File: src/rtl/x2_preimage_search.sv
// Sequential preimage search over the 10-in/7-out x2 function: sweeps all candidates, one per cycle.
// Optional macro X2_PREIMAGE_COUNT_EN: full sweep that counts every match instead of stopping at the first.
module x2_preimage_search #(
    parameter int SCAN_LAST = 1023,
    parameter int CNT_W     = 11
) (
    input  logic             clk,
    input  logic             rst_n,
    input  logic             start,
    input  logic             abort,
    input  logic [6:0]       target,
    input  logic [6:0]       care_mask,
    output logic             busy,
    output logic             done,
    output logic             found,
    output logic [9:0]       match_vec,
    output logic [CNT_W-1:0] match_count
);

    typedef enum logic [1:0] {
        IDLE = 2'd0,
        SCAN = 2'd1,
        FIN  = 2'd2
    } state_t;

    localparam logic [9:0]       SCAN_LAST_V = 10'(SCAN_LAST);
    localparam logic [CNT_W-1:0] CNT_MAX     = {CNT_W{1'b1}};
    localparam logic [CNT_W-1:0] CNT_ONE     = CNT_W'(1);

    state_t           state_reg, state_next;
    logic [9:0]       cand_reg;
    logic [6:0]       target_reg;
    logic [6:0]       mask_reg;
    logic             found_reg;
    logic [9:0]       match_vec_reg;
    logic [CNT_W-1:0] match_count_reg;

    logic [6:0]       f_out;
    logic             cand_hit;
    logic             cand_last;

    // Reference copy of x2; bit order {k,l,m,n,o,p,q} out, {a..j} in.
    function automatic logic [6:0] x2_eval(input logic [9:0] v);
        logic a, b, c, d, e, f, g, h, i, j;
        logic t7, t9, k, l, m, n, o, p, q;
        {a, b, c, d, e, f, g, h, i, j} = v;
        t7 = (j & i & ~h & f) | ~g;
        t9 = a | b;
        k  = j | ~i | ~h;
        l  = (j ^ h) | i;
        m  = ~j & ~i & ~h;
        n  = t9 | m | j | h | c;
        o  = (j & i) | ~h | ~g;
        p  = (~t9 & l & k & h & c) | (~t9 & l & ~i & c) | (~k & ~e & d) | (~j & ~i) | t7;
        q  = (~t9 & o & h & ~c) | (~k & e & d) | t7 | ~l;
        return {k, l, m, n, o, p, q};
    endfunction

    assign f_out     = x2_eval(cand_reg);
    assign cand_hit  = (((f_out ^ target_reg) & mask_reg) == 7'd0);
    assign cand_last = (cand_reg == SCAN_LAST_V);

    always_ff @(posedge clk or negedge rst_n) begin
        if (!rst_n) begin
            state_reg <= IDLE;
        end else begin
            state_reg <= state_next;
        end
    end

    always_comb begin
        state_next = state_reg;
        case (state_reg)
            IDLE: begin
                if (start) begin
                    state_next = SCAN;
                end
            end
            SCAN: begin
                // abort takes priority over a match in the same cycle
                if (abort) begin
                    state_next = IDLE;
`ifdef X2_PREIMAGE_COUNT_EN
                end else if (cand_last) begin
                    state_next = FIN;
`else
                end else if (cand_hit || cand_last) begin
                    state_next = FIN;
`endif
                end
            end
            FIN: begin
                state_next = IDLE;
            end
            default: begin
                state_next = IDLE;
            end
        endcase
    end

    always_comb begin
        busy = 1'b0;
        done = 1'b0;
        case (state_reg)
            SCAN:    busy = 1'b1;
            FIN:     done = 1'b1;
            default: ;
        endcase
    end

    always_ff @(posedge clk or negedge rst_n) begin
        if (!rst_n) begin
            cand_reg        <= 10'd0;
            target_reg      <= 7'd0;
            mask_reg        <= 7'd0;
            found_reg       <= 1'b0;
            match_vec_reg   <= 10'd0;
            match_count_reg <= '0;
        end else begin
            case (state_reg)
                IDLE: begin
                    if (start) begin
                        target_reg      <= target;
                        mask_reg        <= care_mask;
                        found_reg       <= 1'b0;
                        match_vec_reg   <= 10'd0;
                        match_count_reg <= '0;
                        cand_reg        <= 10'd0;
                    end
                end
                SCAN: begin
                    if (!abort) begin
                        if (cand_hit) begin
                            // match_vec keeps the lowest matching index
                            if (!found_reg) begin
                                match_vec_reg <= cand_reg;
                            end
                            found_reg <= 1'b1;
`ifdef X2_PREIMAGE_COUNT_EN
                            if (match_count_reg != CNT_MAX) begin
                                match_count_reg <= match_count_reg + CNT_ONE;
                            end
`else
                            match_count_reg <= CNT_ONE;
`endif
                        end
                        if (!cand_last) begin
                            cand_reg <= cand_reg + 10'd1;
                        end
                    end
                end
                default: ;
            endcase
        end
    end

    assign found       = found_reg;
    assign match_vec   = match_vec_reg;
    assign match_count = match_count_reg;

endmodule

File: config.mk
export PLATFORM = sky130hd
export DESIGN_NAME = x2_preimage_search
export DESIGN_NICKNAME = d
export VERILOG_FILES = /design/src/rtl/x2_preimage_search.sv
export SDC_FILE = /design/constraint.sdc
export NUM_CORES = 1
export LEC_CHECK = 0
export CELL_PAD_IN_SITES_DETAIL_PLACEMENT = 0
export CELL_PAD_IN_SITES_GLOBAL_PLACEMENT = 1
export CORE_ASPECT_RATIO = 0.5
export CORE_MARGIN = 2
export CORE_UTILIZATION = 38
export CTS_BUF_LIST = sky130_fd_sc_hd__clkbuf_16
export DETAILED_ROUTE_END_ITERATION = 10
export GPL_TIMING_DRIVEN = 0
export PLACE_DENSITY_LB_ADDON = 0.2
export SYNTH_ARGS = -nofsm -noshare
export SYNTH_HDL_FRONTEND = slang
export SYNTH_SLANG_ARGS = --single-unit
File: constraint.sdc
create_clock -name clk -period 3.2 [get_ports clk]
set_input_delay 0.48 -clock clk [delete_from_list [all_inputs] [get_ports clk]]
set_output_delay 0.48 -clock clk [all_outputs]
set_load 0.01 [all_outputs]
## Yosys cells after proc, flatten, opt, wreduce, memory -nomap -nowiden

Index checks and enable logic that the tools add are counted.
Widths: inputs -> output; s select.

| operators by class | value |
|---|---|
| bitwise logic cells | 48 |
| multiplexer cells | 22 |
| $add $sub $neg | 1 |
| eq/ne operators | 9 |
| reduce and logical (&&, ||, !) cells | 9 |

Operators with widths:

| kind | count |
|---|---|
| $mux 10 | 6 |
| $pmux 10 s2 | 2 |
| $mux 11 | 3 |
| $pmux 11 s2 | 1 |
| $and 1x1->1 | 18 |
| $or 1x1->1 | 18 |
| $add 10x1->10 const B | 1 |
| $eq 10x10->1 const B | 1 |
| $ne 2x2->1 const B | 5 |
| $not 1->1 | 9 |
| $reduce_and 4->1 | 2 |
| $and 7x7->7 | 1 |
| $logic_not 7->1 | 1 |
| $xor 7x7->7 | 1 |
| $mux 2 | 3 |
| $mux 1 | 5 |
| $reduce_and 5->1 | 1 |
| $pmux 2 s2 | 1 |
| $reduce_and 2->1 | 2 |
| $ne 3x3->1 const B | 1 |
| $eq 2x1->1 const B | 1 |
| $eq 2x2->1 const B | 1 |
| $logic_not 2->1 | 1 |
| $pmux 1 s2 | 1 |
| 3 further kinds | 3 |

| word-level totals | value |
|---|---|
| input bits | 18 |
| register bits | 48 |
| word-level logic and storage cells | 96 |
| output and inout bits | 24 |

## Longest topological paths before layout

Gate-level depths: netlist of run 1.

| logic depth | value |
|---|---|
| word-level depth | 17 |
| mapped depth | 10 |
| mapped depth without buffers | 9 |

## Worst setup path before layout of run 1

OpenSTA, ideal clock, no wires.

| timing path | value |
|---|---|
| path type | reg-to-reg |
| start point | reg cand_reg[1] |
| end point | reg match_vec_reg[1], in the netlist match_vec[1] |
| period minus slack after synthesis | 2.219 ns |
| arrival | 2.139 ns |
| cell stages (with the launch flop) | 11 |
| path buffers | 1 |
| setup slack | 0.981 ns |
| path through | dfrtp_1 > ha_1 > inv_1 > ha_1 > nand2_1 > xor2_1 > a221o_1 > a221o_1 > nor4_2 > buf_6 > mux2i_1 |

| between the ends | value |
|---|---|
| cells in the longest elaborated chain, start to end | 15 |

Ends and longest elaborated chain:

| element | line | text |
|---|---|---|
| from (decl) | 31 | `logic [9:0] cand_reg;` |
| from (signal assigned) | 148 | `cand_reg <= cand_reg + 10'd1;` |
| $not 1->1 | 49, 51, 54 |  |
| $or 1x1->1 (2 in a row) | 49 | `k = j \| ~i \| ~h;` |
| $and 1x1->1 (3 in a row) | 54 | `p = (~t9 & l & k & h & c) \| (~t9 & l & ~i & c) \| (~k & ~e & d) \| (~j & ~i) \| t7;` |
| $or 1x1->1 (4 in a row) | 54 |  |
| $xor 7x7->7 | 60 | `assign cand_hit = (((f_out ^ target_reg) & mask_reg) == 7'd0);` |
| $and 7x7->7 | 60 |  |
| $logic_not 7->1 | 60 |  |
| $ne 2x2->1 (no line) | -- |  |
| $reduce_and 5->1 (no line) | -- |  |
| to (signal assigned) | 136 | `match_vec_reg <= cand_reg;` |
| to (decl) | 35 | `logic [9:0] match_vec_reg;` |

Several ways; a longest one is shown, not always the timed one. The select of a mux whose other input is x is not followed.
A chain may end at the register's enable or synchronous reset.

## Worst setup path after layout of run 1

Ends and elaborated chain as after synthesis.

==> reports/qor.txt, run 1 <==
==================================================================================================
Area growth from synthesis to final layout ..........................................        28.2%
Min cycle time layout ...............................................................      2.63 ns
Sequential share of the synthesized area ............................................        46.4%
Upper clock frequency limit .........................................................    0.380 GHz
Core region area ....................................................................    5000 um^2
First drt pass iteration count ......................................................            4
Detailed Place HPWL .................................................................      3130 um
Number of input and output port buffers inserted ....................................           31
Type of origin of the critical path .................................................    flip-flop
Total die area ......................................................................    5890 um^2
Level count of the clock H-tree .....................................................            2
Remaining global-route overflow .....................................................            0
Commonest non-fill, non-tap cell in the layout ...................................... sky130_fd_sc_hd__nand2_1
Peak supply drop ....................................................................       233 uV
Worst EP arrival ....................................................................      2.83 ns
Post-CTS setup repair buffer count ..................................................            0
Largest net degree at the start of global routing ...................................           38
Final-report setup violation count ..................................................            0
Row count ...........................................................................           18
Die Y-Extent ........................................................................      55.3 um
Hold-fix buffer count after cts .....................................................            0
Number of distinct library cell variants in the gate-level netlist after synthesis ..           38
Average instance area after synthesis ...............................................    8.91 um^2
LEAKAGE .............................................................................      1.17 nW
Vias in the first global route ......................................................         1510
Insertion delay to the later sink of the worst-skew pair ............................      0.28 ns
RSZ-0062 raised after global routing ................................................           no
Largest cells by area after synthesis ............................................... sky130_fd_sc_hd__dfrtp_1 (46%), sky130_fd_sc_hd__nand2_1 (14%), sky130_fd_sc_hd__mux2i_1 (6.5%)
CTS tree ............................................................................         done
Least-Margin Pin Slew ...............................................................     0.831 ns
Count of pins on the block boundary .................................................           42
Count of vias placed by the detailed router .........................................         1595
Cell Area, Synth ....................................................................    2000 um^2
Data required, critical path ........................................................      3.39 ns
CP Max Fanout .......................................................................           10
Effective utilization at floorplan ..................................................        39.9%
Clock transition time at the flip-flop clock pins of the worst setup and hold paths .      0.06 ns
Proportion of layout cells with a drive suffix above 1 ..............................        8.46%
Library cell occupying the most area in the post-synthesis netlist .................. sky130_fd_sc_hd__dfrtp_1
Final estimated routing congestion in global placement ..............................        0.869
Average detailed-routed wire length per instance ....................................      12.5 um
Worst slack after detailed placement ................................................     0.620 ns
Number of nets in the final layout ..................................................          294
Wirelength, routed ..................................................................      4290 um
Post-cts gate resize count ..........................................................            0
Number of enable-type register cells in the synthesized netlist .....................            0
Max-slew headroom at the worst pin ..................................................        44.6%
Kind of end point of the critical path ..............................................    flip-flop
Path type of the worst min-delay path ...............................................  in -> async
Clock tree buffer depth .............................................................            2
Number of buffers added by the clock tree synthesis step ............................            5
Power density over the cells ........................................................  690 nW/um^2
Total of warnings raised by yosys ...................................................            0
Drt initial violations ..............................................................           60
Clock sink total ....................................................................           37
Commonest non-fill, non-tap cells in the layout ..................................... sky130_fd_sc_hd__nand2_1 (74), sky130_fd_sc_hd__dfrtp_1 (37), sky130_fd_sc_hd__clkdlybuf4s50_1 (30)
Layout Utilization ..................................................................        51.2%
Final Max Tran Viols ................................................................            0
Most used DFF post-synth ............................................................ sky130_fd_sc_hd__dfrtp_1
Portion of the clock cycle consumed by the worst path in the final layout ...........        82.2%
Count of mapped cells out of synthesis ..............................................          224
Initial antenna violation count .....................................................            0
Global Route Usage Sum ..............................................................        15.8%
Share of async-settable or async-resettable flops after synthesis ...................         100%
Max-cap violations ..................................................................            0
Horizontal extent of the die ........................................................       107 um
Hold Vio Cnt, Final .................................................................            0
Clock skew after layout .............................................................   0.00494 ns
Global-route wire length before repair ..............................................      7230 um
Routed Antenna Nets .................................................................            0
Non-filler instance count after layout ..............................................          342
Final routed DRC violation total ....................................................            0
Total of flip-flops plus latches after synthesis ....................................           37
Fraction of post-synthesis cell area in the top cell type by area ...................        46.4%
Classification of the worst setup path ..............................................   reg -> reg
N_diodes ............................................................................            0
Library cell used as clock root buffer .............................................. sky130_fd_sc_hd__clkbuf_16
Post-DR vias/cell ...................................................................         4.66
Number of placed cells counting well taps ...........................................          334
Result of the run ...................................................................    completed
Sum Neg Setup Slack .................................................................         0 ns
Setup slack of the critical path after layout .......................................     0.569 ns
==================================================================================================
==> critical path, stage by stage, from the launching register on <==
cell	delay, ns
sky130_fd_sc_hd__dfrtp_1	0.47
sky130_fd_sc_hd__ha_1	0.26
sky130_fd_sc_hd__ha_1	0.20
sky130_fd_sc_hd__a21boi_2	0.16
sky130_fd_sc_hd__o21ai_0	0.10
sky130_fd_sc_hd__a211oi_1	0.40
sky130_fd_sc_hd__mux2i_1	0.17
sky130_fd_sc_hd__nor4_2	0.34
sky130_fd_sc_hd__buf_6	0.21
sky130_fd_sc_hd__mux2i_1	0.23
==> final timing paths <==
path | startpoint | to | slack, ns | depth (start not counted)
hold reg to reg | mask_reg[6] | mask_reg[6] | 0.48 | 2
setup reg to reg | cand_reg[1] | match_vec[1] | 0.57 | 9
max in group asynchronous | rst_n | target_reg[5] | 2.38 | 1
hold / removal | rst_n | match_vec[0] | 0.30 | 1
min in group clk | mask_reg[6] | mask_reg[6] | 0.48 | 2
setup / recovery | cand_reg[1] | match_vec[1] | 0.57 | 9
==> kinds of logic (layout without fill, tap and decap cells) <==
group / after synthesis / after routing / share of synthesized area [%]
flip-flops: 37 / 37 / 46.4
XOR/XNOR: 9 / 9 / 3.95
AO/OA/AOI/OAI: 22 / 22 / 8.02
AND/OR/NAND/NOR: 111 / 111 / 24.2
multiplexers: 13 / 13 / 6.52
buffers and inverters: 26 / 65 / 7.58
adder cells (fa/ha/maj): 5 / 5 / 3.13
other: 1 / 10 / 0.188
==> metrics by stage <==
| step | total power, mW | hold WS, ns | cell area, um^2 |
|---|---|---|---|
| after floorplan | 1.12 | 0.184 | 2030 |
| after global placement | 1.31 | 0.464 | 2430 |
| after detailed placement | 1.31 | 0.472 | 2420 |
| after CTS | 1.78 | 0.335 | 2560 |
| after global routing | 1.90 | 0.388 | 2560 |
| final | 1.77 | 0.304 | 2560 |
==> power breakdown <==
group	total, mW	internal, mW	leakage, nW	switching [mW]
Sequential	0.666	0.582	0.490	0.0848
Clock	0.459	0.280	0.0776	0.179
Combinational	0.641	0.263	0.598	0.378
==> cell usage after synthesis (3+ instances only) <==
library cell / n
sky130_fd_sc_hd__nor2_1: 10
sky130_fd_sc_hd__nor3_1: 3
sky130_fd_sc_hd__ha_1: 5
sky130_fd_sc_hd__nand3_1: 4
sky130_fd_sc_hd__and3_1: 3
sky130_fd_sc_hd__nand2_1: 74
sky130_fd_sc_hd__dfrtp_1: 37
sky130_fd_sc_hd__buf_4: 12
sky130_fd_sc_hd__nand4_1: 3
sky130_fd_sc_hd__clkbuf_1: 6
sky130_fd_sc_hd__xor2_1: 7
sky130_fd_sc_hd__a21oi_1: 3
sky130_fd_sc_hd__inv_1: 6
sky130_fd_sc_hd__o21ai_0: 7
sky130_fd_sc_hd__nand2b_1: 5
sky130_fd_sc_hd__mux2i_1: 13
==> cell type report <==
class	instances	area [um^2]
buffer	20	129
clock buffer	5	125
clock inverter	3	11.3
fill	471	2440
inverter	6	22.5
multi-input combinational	170	953
sequential	37	926
tap	70	87.6
timing repair buffer	31	305
==> layer usage <==
metal,part of all wire (%),track usage (%)
met1,53,23.2
met2,41,22.7
met3,4.8,4.01
met4,0.79,5.57
met5,0,0
Note: power is estimated with default switching activity, not from simulation.
==> run 2, diff against run 1 <==
clock period = 2.7 ns   (was 3.2 ns; I/O delays follow)
==> run 2 against run 1 <==
Effect of this change:
- worst hold slack worse by 0.078 ns
- first-iteration DRC count increased by 1.7%
- register-to-register slack worse by 0.45 ns
- sequential cell count did not move
- die area unchanged
- sequential share of layout area fell by 0.071 points
- fmax is 1.8% higher
- design area is 0.20% higher
==> reports/qor.txt, run 2 (synthesis results as in run 1) <==
==================================================================================================
Result of the run ...................................................................    completed
Power after layout ..................................................................      2.09 mW
Classification of the worst setup path ..............................................   reg -> reg
Number of buffers and inverters on the critical path ................................            1
Remaining global-route overflow .....................................................            0
Peak supply drop ....................................................................       277 uV
Final-report setup violation count ..................................................            0
Vias in the first global route ......................................................         1510
Commonest non-fill, non-tap cell in the layout ...................................... sky130_fd_sc_hd__nand2_1
Level count of the clock H-tree .....................................................            2
CTS tree ............................................................................         done
Power density over the cells ........................................................  816 nW/um^2
Upper clock frequency limit .........................................................    0.387 GHz
Final estimated routing congestion in global placement ..............................        0.869
Final Max Tran Viols ................................................................            0
Area growth from synthesis to final layout ..........................................        28.4%
Clock tree buffer depth .............................................................            2
Count of pins on the block boundary .................................................           42
Horizontal extent of the die ........................................................       107 um
Average detailed-routed wire length per instance ....................................      12.5 um
Die Y-Extent ........................................................................      55.3 um
Core region area ....................................................................    5000 um^2
Portion of the clock cycle consumed by the worst path in the final layout ...........        95.7%
Routed Antenna Nets .................................................................            0
Count of filler cells inserted in the layout ........................................          471
Largest net degree at the start of global routing ...................................           38
Max-cap violations ..................................................................            0
Number of placed cells counting well taps ...........................................          334
Initial antenna violation count .....................................................            0
Sum Neg Setup Slack .................................................................         0 ns
Total die area ......................................................................    5890 um^2
Clock transition time at the flip-flop clock pins of the worst setup and hold paths .      0.06 ns
Number of input and output port buffers inserted ....................................           31
Effective utilization at floorplan ..................................................        39.9%
Post-DR vias/cell ...................................................................         4.65
Type of origin of the critical path .................................................    flip-flop
Drt initial violations ..............................................................           61
Path type of the worst min-delay path ...............................................  in -> async
Library cell used as clock root buffer .............................................. sky130_fd_sc_hd__clkbuf_16
Hold_ws .............................................................................     0.226 ns
Global Route Usage Sum ..............................................................        15.8%
Clock sink total ....................................................................           37
Final routed DRC violation total ....................................................            0
RSZ-0062 raised after global routing ................................................           no
Cell Chain, Critical Path ........................................................... ha_1, ha_1, a21boi_2, o31ai_1, a311oi_2, mux2i_1, nor4_2, buf_6, mux2i_1
Slowest stage cell on the critical path ............................................. sky130_fd_sc_hd__dfrtp_1
Row count ...........................................................................           18
Wirelength, routed ..................................................................      4260 um
Largest incremental delay on the critical path ......................................      0.47 ns
Least-Margin Pin Slew ...............................................................     0.827 ns
Number of nets in the final layout ..................................................          294
Layout Utilization ..................................................................        51.3%
Global-route wire length before repair ..............................................      7230 um
Data required, critical path ........................................................      2.89 ns
Proportion of layout cells with a drive suffix above 1 ..............................        8.82%
Detailed Place HPWL .................................................................      3130 um
Kind of end point of the critical path ..............................................    flip-flop
First drt pass iteration count ......................................................            4
Clock skew after layout .............................................................   0.00456 ns
Commonest non-fill, non-tap cells in the layout ..................................... sky130_fd_sc_hd__nand2_1 (74), sky130_fd_sc_hd__dfrtp_1 (37), sky130_fd_sc_hd__clkdlybuf4s50_1 (30)
Number of buffers added by the clock tree synthesis step ............................            5
Kind of cell adding the most delay to the critical path ............................. compound AO/OA/AOI/OAI gates
Max-slew headroom at the worst pin ..................................................        44.9%
LEAKAGE .............................................................................      1.17 nW
N_diodes ............................................................................            0
CP Max Fanout .......................................................................           10
Non-filler instance count after layout ..............................................          342
Min cycle time layout ...............................................................      2.58 ns
Insertion delay to the later sink of the worst-skew pair ............................      0.28 ns
Count of vias placed by the detailed router .........................................         1592
Worst EP arrival ....................................................................      2.78 ns
Hold Vio Cnt, Final .................................................................            0
==================================================================================================
## run 2: cell counts in the layout (fill, tap and decap cells not counted)
Identical to the previous run, type by type.
## run 2: through the flow
stage,cell area (um^2),setup WS (ns)
finish,2560,0.117
global route,2560,0.000906
CTS,2560,0.0423
detailed placement,2420,0.120
global placement,2430,0.143
floorplan,2030,0.481
## run 2: worst register-to-register path, cell delays in order, from the launching register on
cell                       delay [ns]
sky130_fd_sc_hd__dfrtp_1         0.47
sky130_fd_sc_hd__ha_1            0.26
sky130_fd_sc_hd__ha_1            0.20
sky130_fd_sc_hd__a21boi_2        0.16
sky130_fd_sc_hd__o31ai_1         0.10
sky130_fd_sc_hd__a311oi_2        0.38
sky130_fd_sc_hd__mux2i_1         0.17
sky130_fd_sc_hd__nor4_2          0.31
sky130_fd_sc_hd__buf_6           0.21
sky130_fd_sc_hd__mux2i_1         0.23
## run 2: final timing paths
path / start / endpoint / slack (ns) / depth (start not counted)
worst max-delay path: cand_reg[1] / match_vec[1] / 0.12 / 9
worst min-delay path: rst_n / mask_reg[0] / 0.23 / 1
worst max register to register: cand_reg[1] / match_vec[1] / 0.12 / 9
worst min register to register: mask_reg[6] / mask_reg[6] / 0.48 / 2
max in group asynchronous: rst_n / cand_reg[5] / 1.96 / 1
min in group clk: mask_reg[6] / mask_reg[6] / 0.48 / 2
## run 2: timing repair
item / in CTS / in global routing
resized for setup: 0 / 1
hold buffers: 0 / 0
endpoints found under the setup margin: 0 / 2
setup buffers: 0 / 0
## run 2: final cells by class
| class | count | area (um^2) | share of cell area [%] |
|---|---|---|---|
| well taps | 70 | 87.6 | 3.41 |
| repair buffers | 31 | 305 | 11.9 |
| multi-input cells | 170 | 958 | 37.4 |
| inverters | 6 | 22.5 | 0.878 |
| clock inverters | 3 | 11.3 | 0.439 |
| flip-flops and latches | 37 | 926 | 36.1 |
| plain buffers | 20 | 129 | 5.02 |
| clock buffers | 5 | 125 | 4.88 |
## run 2: per-layer routing
layer / track usage, % / wire, um
met1: 23.2 / 2230
met2: 22.7 / 1760
met3: 4.01 / 239
met4: 5.57 / 34
met5: 0 / 0
## run 2: power breakdown
part | internal (mW) | leakage, nW | switching [mW]
sequential | 0.689 | 0.490 | 0.0992
combinational | 0.312 | 0.599 | 0.449
clock | 0.332 | 0.0776 | 0.211
==> run 3, diff against run 2 <==
SLEW_MARGIN = 20   (was default)
==> run 3 against run 2 <==
Effect of this change:
- die area unchanged
- largest cell class unchanged
- sequential share of layout area decreased by 0.50 points
- critical endpoint unchanged
- clock power decreased by 0.9%
==> reports/qor.txt, run 3 (synthesis results as in run 1) <==
==================================================================================================
Worst slack after detailed placement ................................................    0.0952 ns
Commonest non-fill, non-tap cells in the layout ..................................... sky130_fd_sc_hd__nand2_1 (74), sky130_fd_sc_hd__dfrtp_1 (37), sky130_fd_sc_hd__clkdlybuf4s50_1 (30)
Peak supply drop ....................................................................       327 uV
Power density over the cells ........................................................  809 nW/um^2
Row count ...........................................................................           18
Portion of the clock cycle consumed by the worst path in the final layout ...........        92.3%
Power after layout ..................................................................      2.10 mW
Most Crowded Layer GR ...............................................................         met2
Proportion of layout cells with a drive suffix above 1 ..............................        9.16%
Initial antenna violation count .....................................................            0
Vias in the first global route ......................................................         1484
Result of the run ...................................................................    completed
Effective utilization at floorplan ..................................................        39.9%
Least-Margin Pin Slew ...............................................................     0.518 ns
Detailed Place HPWL .................................................................      3220 um
Path depth of the worst reg2reg path ................................................           10
Classification of the worst setup path ..............................................   reg -> reg
Die Y-Extent ........................................................................      55.3 um
Number of buffers added by the clock tree synthesis step ............................            5
Final routed DRC violation total ....................................................            0
Insertion delay to the later sink of the worst-skew pair ............................      0.28 ns
Endpoint of the most critical setup path ............................................ match_vec[1]
R2R Path Start ......................................................................  cand_reg[1]
Count of filler cells inserted in the layout ........................................          471
Total die area ......................................................................    5890 um^2
LEAKAGE .............................................................................      1.18 nW
Path type of the worst min-delay path ...............................................  in -> async
Clock sink total ....................................................................           37
Average detailed-routed wire length per instance ....................................      12.4 um
Commonest non-fill, non-tap cell in the layout ...................................... sky130_fd_sc_hd__nand2_1
CTS tree ............................................................................         done
Worst EP arrival ....................................................................      2.69 ns
Global Route Usage Sum ..............................................................        15.9%
Area growth from synthesis to final layout ..........................................        30.3%
First drt pass iteration count ......................................................            4
Met1 demand-to-capacity share in global routing .....................................        22.5%
RSZ-0062 raised after global routing ................................................           no
Post-DR vias/cell ...................................................................         4.65
N_diodes ............................................................................            0
Post-CTS setup repair buffer count ..................................................            0
Remaining global-route overflow .....................................................            0
Final-report setup violation count ..................................................            0
Setup slack of the critical path after layout .......................................     0.207 ns
Max-slew headroom at the worst pin ..................................................        65.2%
Level count of the clock H-tree .....................................................            2
Hold-fix buffer count after cts .....................................................            0
CP Max Fanout .......................................................................           10
Kind of end point of the critical path ..............................................    flip-flop
Library cell used as clock root buffer .............................................. sky130_fd_sc_hd__clkbuf_16
Global-route wire length before repair ..............................................      7120 um
Drt initial violations ..............................................................           77
GRT met2 Usage ......................................................................        22.6%
Hold Vio Cnt, Final .................................................................            0
Critical Path Start .................................................................  cand_reg[1]
Data required, critical path ........................................................      2.90 ns
Min cycle time layout ...............................................................      2.49 ns
R2R Path End ........................................................................ match_vec[1]
Number of nets in the final layout ..................................................          295
Number of input and output port buffers inserted ....................................           31
Clock tree buffer depth .............................................................            2
Area of the multi-input gates .......................................................     967 um^2
Final estimated routing congestion in global placement ..............................        0.869
Post-cts gate resize count ..........................................................            0
Core region area ....................................................................    5000 um^2
Clock transition time at the flip-flop clock pins of the worst setup and hold paths .      0.05 ns
Horizontal extent of the die ........................................................       107 um
Sequential Area .....................................................................     926 um^2
Largest net degree at the start of global routing ...................................           22
Type of origin of the critical path .................................................    flip-flop
Max-cap violations ..................................................................            0
Routed Antenna Nets .................................................................            0
Count of pins on the block boundary .................................................           42
Count of vias placed by the detailed router .........................................         1596
Wirelength, routed ..................................................................      4250 um
Upper clock frequency limit .........................................................    0.401 GHz
Sum Neg Setup Slack .................................................................         0 ns
Reg2reg setup slack .................................................................      0.21 ns
Final Max Tran Viols ................................................................            0
Clock skew after layout .............................................................   0.00320 ns
Met3 capacity usage during global routing ...........................................        4.13%
==================================================================================================
==> run 3: changes by cell type in the layout (fill, tap and decap cells not counted) <==
cell | before | now
sky130_fd_sc_hd__buf_16 | 0 | 1
sky130_fd_sc_hd__nor4_2 | 1 | 0
sky130_fd_sc_hd__nor4_4 | 0 | 1
==> run 3: routing by layer <==
| metal | up-vias | share of wire [%] |
|---|---|---|
| met5 | - | 0 |
| met4 | 0 | 2.2 |
| met3 | 8 | 5.5 |
| met2 | 44 | 41 |
| met1 | 727 | 51 |
| li1 | 817 | - |
==> run 3: layout make-up <==
cell class                 count  area share [%]
tap                           70            3.37
sequential                    37            35.6
clock inverter                 3           0.433
multi-input combinational    170            37.2
buffer                        20            4.95
timing repair buffer          32            12.8
clock buffer                   5            4.81
inverter                       6           0.866
==> run 3: power by group <==
| part | internal (mW) | total, mW | switching [mW] |
|---|---|---|---|
| combinational | 0.318 | 0.778 | 0.460 |
| clock | 0.331 | 0.538 | 0.206 |
| sequential | 0.690 | 0.789 | 0.0997 |
==> run 3: per-stage QoR <==
stage	instances	cell area, um^2	hold WS [ns]	util, %
global placement	334	2430	0.464	48.6
finish	343	2600	0.0606	52.0
global route	343	2600	0.0916	52.0
CTS	343	2590	0.0652	51.8
detailed placement	335	2450	0.362	49.0
floorplan	233	2030	0.109	-
==> run 3: worst min path at each step <==
stage,start,endpoint,slack (ns),depth (start not counted)
floorplan,rst_n,cand_reg[0],0.11,0
global placement,mask_reg[5],mask_reg[5],0.46,2
detailed placement,rst_n,target_reg[0],0.36,1
CTS,rst_n,target_reg[0],0.07,1
global route,rst_n,target_reg[1],0.09,1
finish,rst_n,target_reg[0],0.06,1
==> run 3: worst max-delay path, stage by stage, from the launching register on <==
cell	delay, ns
sky130_fd_sc_hd__dfrtp_1	0.47
sky130_fd_sc_hd__ha_1	0.26
sky130_fd_sc_hd__inv_1	0.06
sky130_fd_sc_hd__ha_1	0.13
sky130_fd_sc_hd__nand2_1	0.08
sky130_fd_sc_hd__xor2_1	0.15
sky130_fd_sc_hd__a221o_1	0.34
sky130_fd_sc_hd__a221o_1	0.32
sky130_fd_sc_hd__nor4_4	0.18
sky130_fd_sc_hd__buf_6	0.20
sky130_fd_sc_hd__mux2i_1	0.21
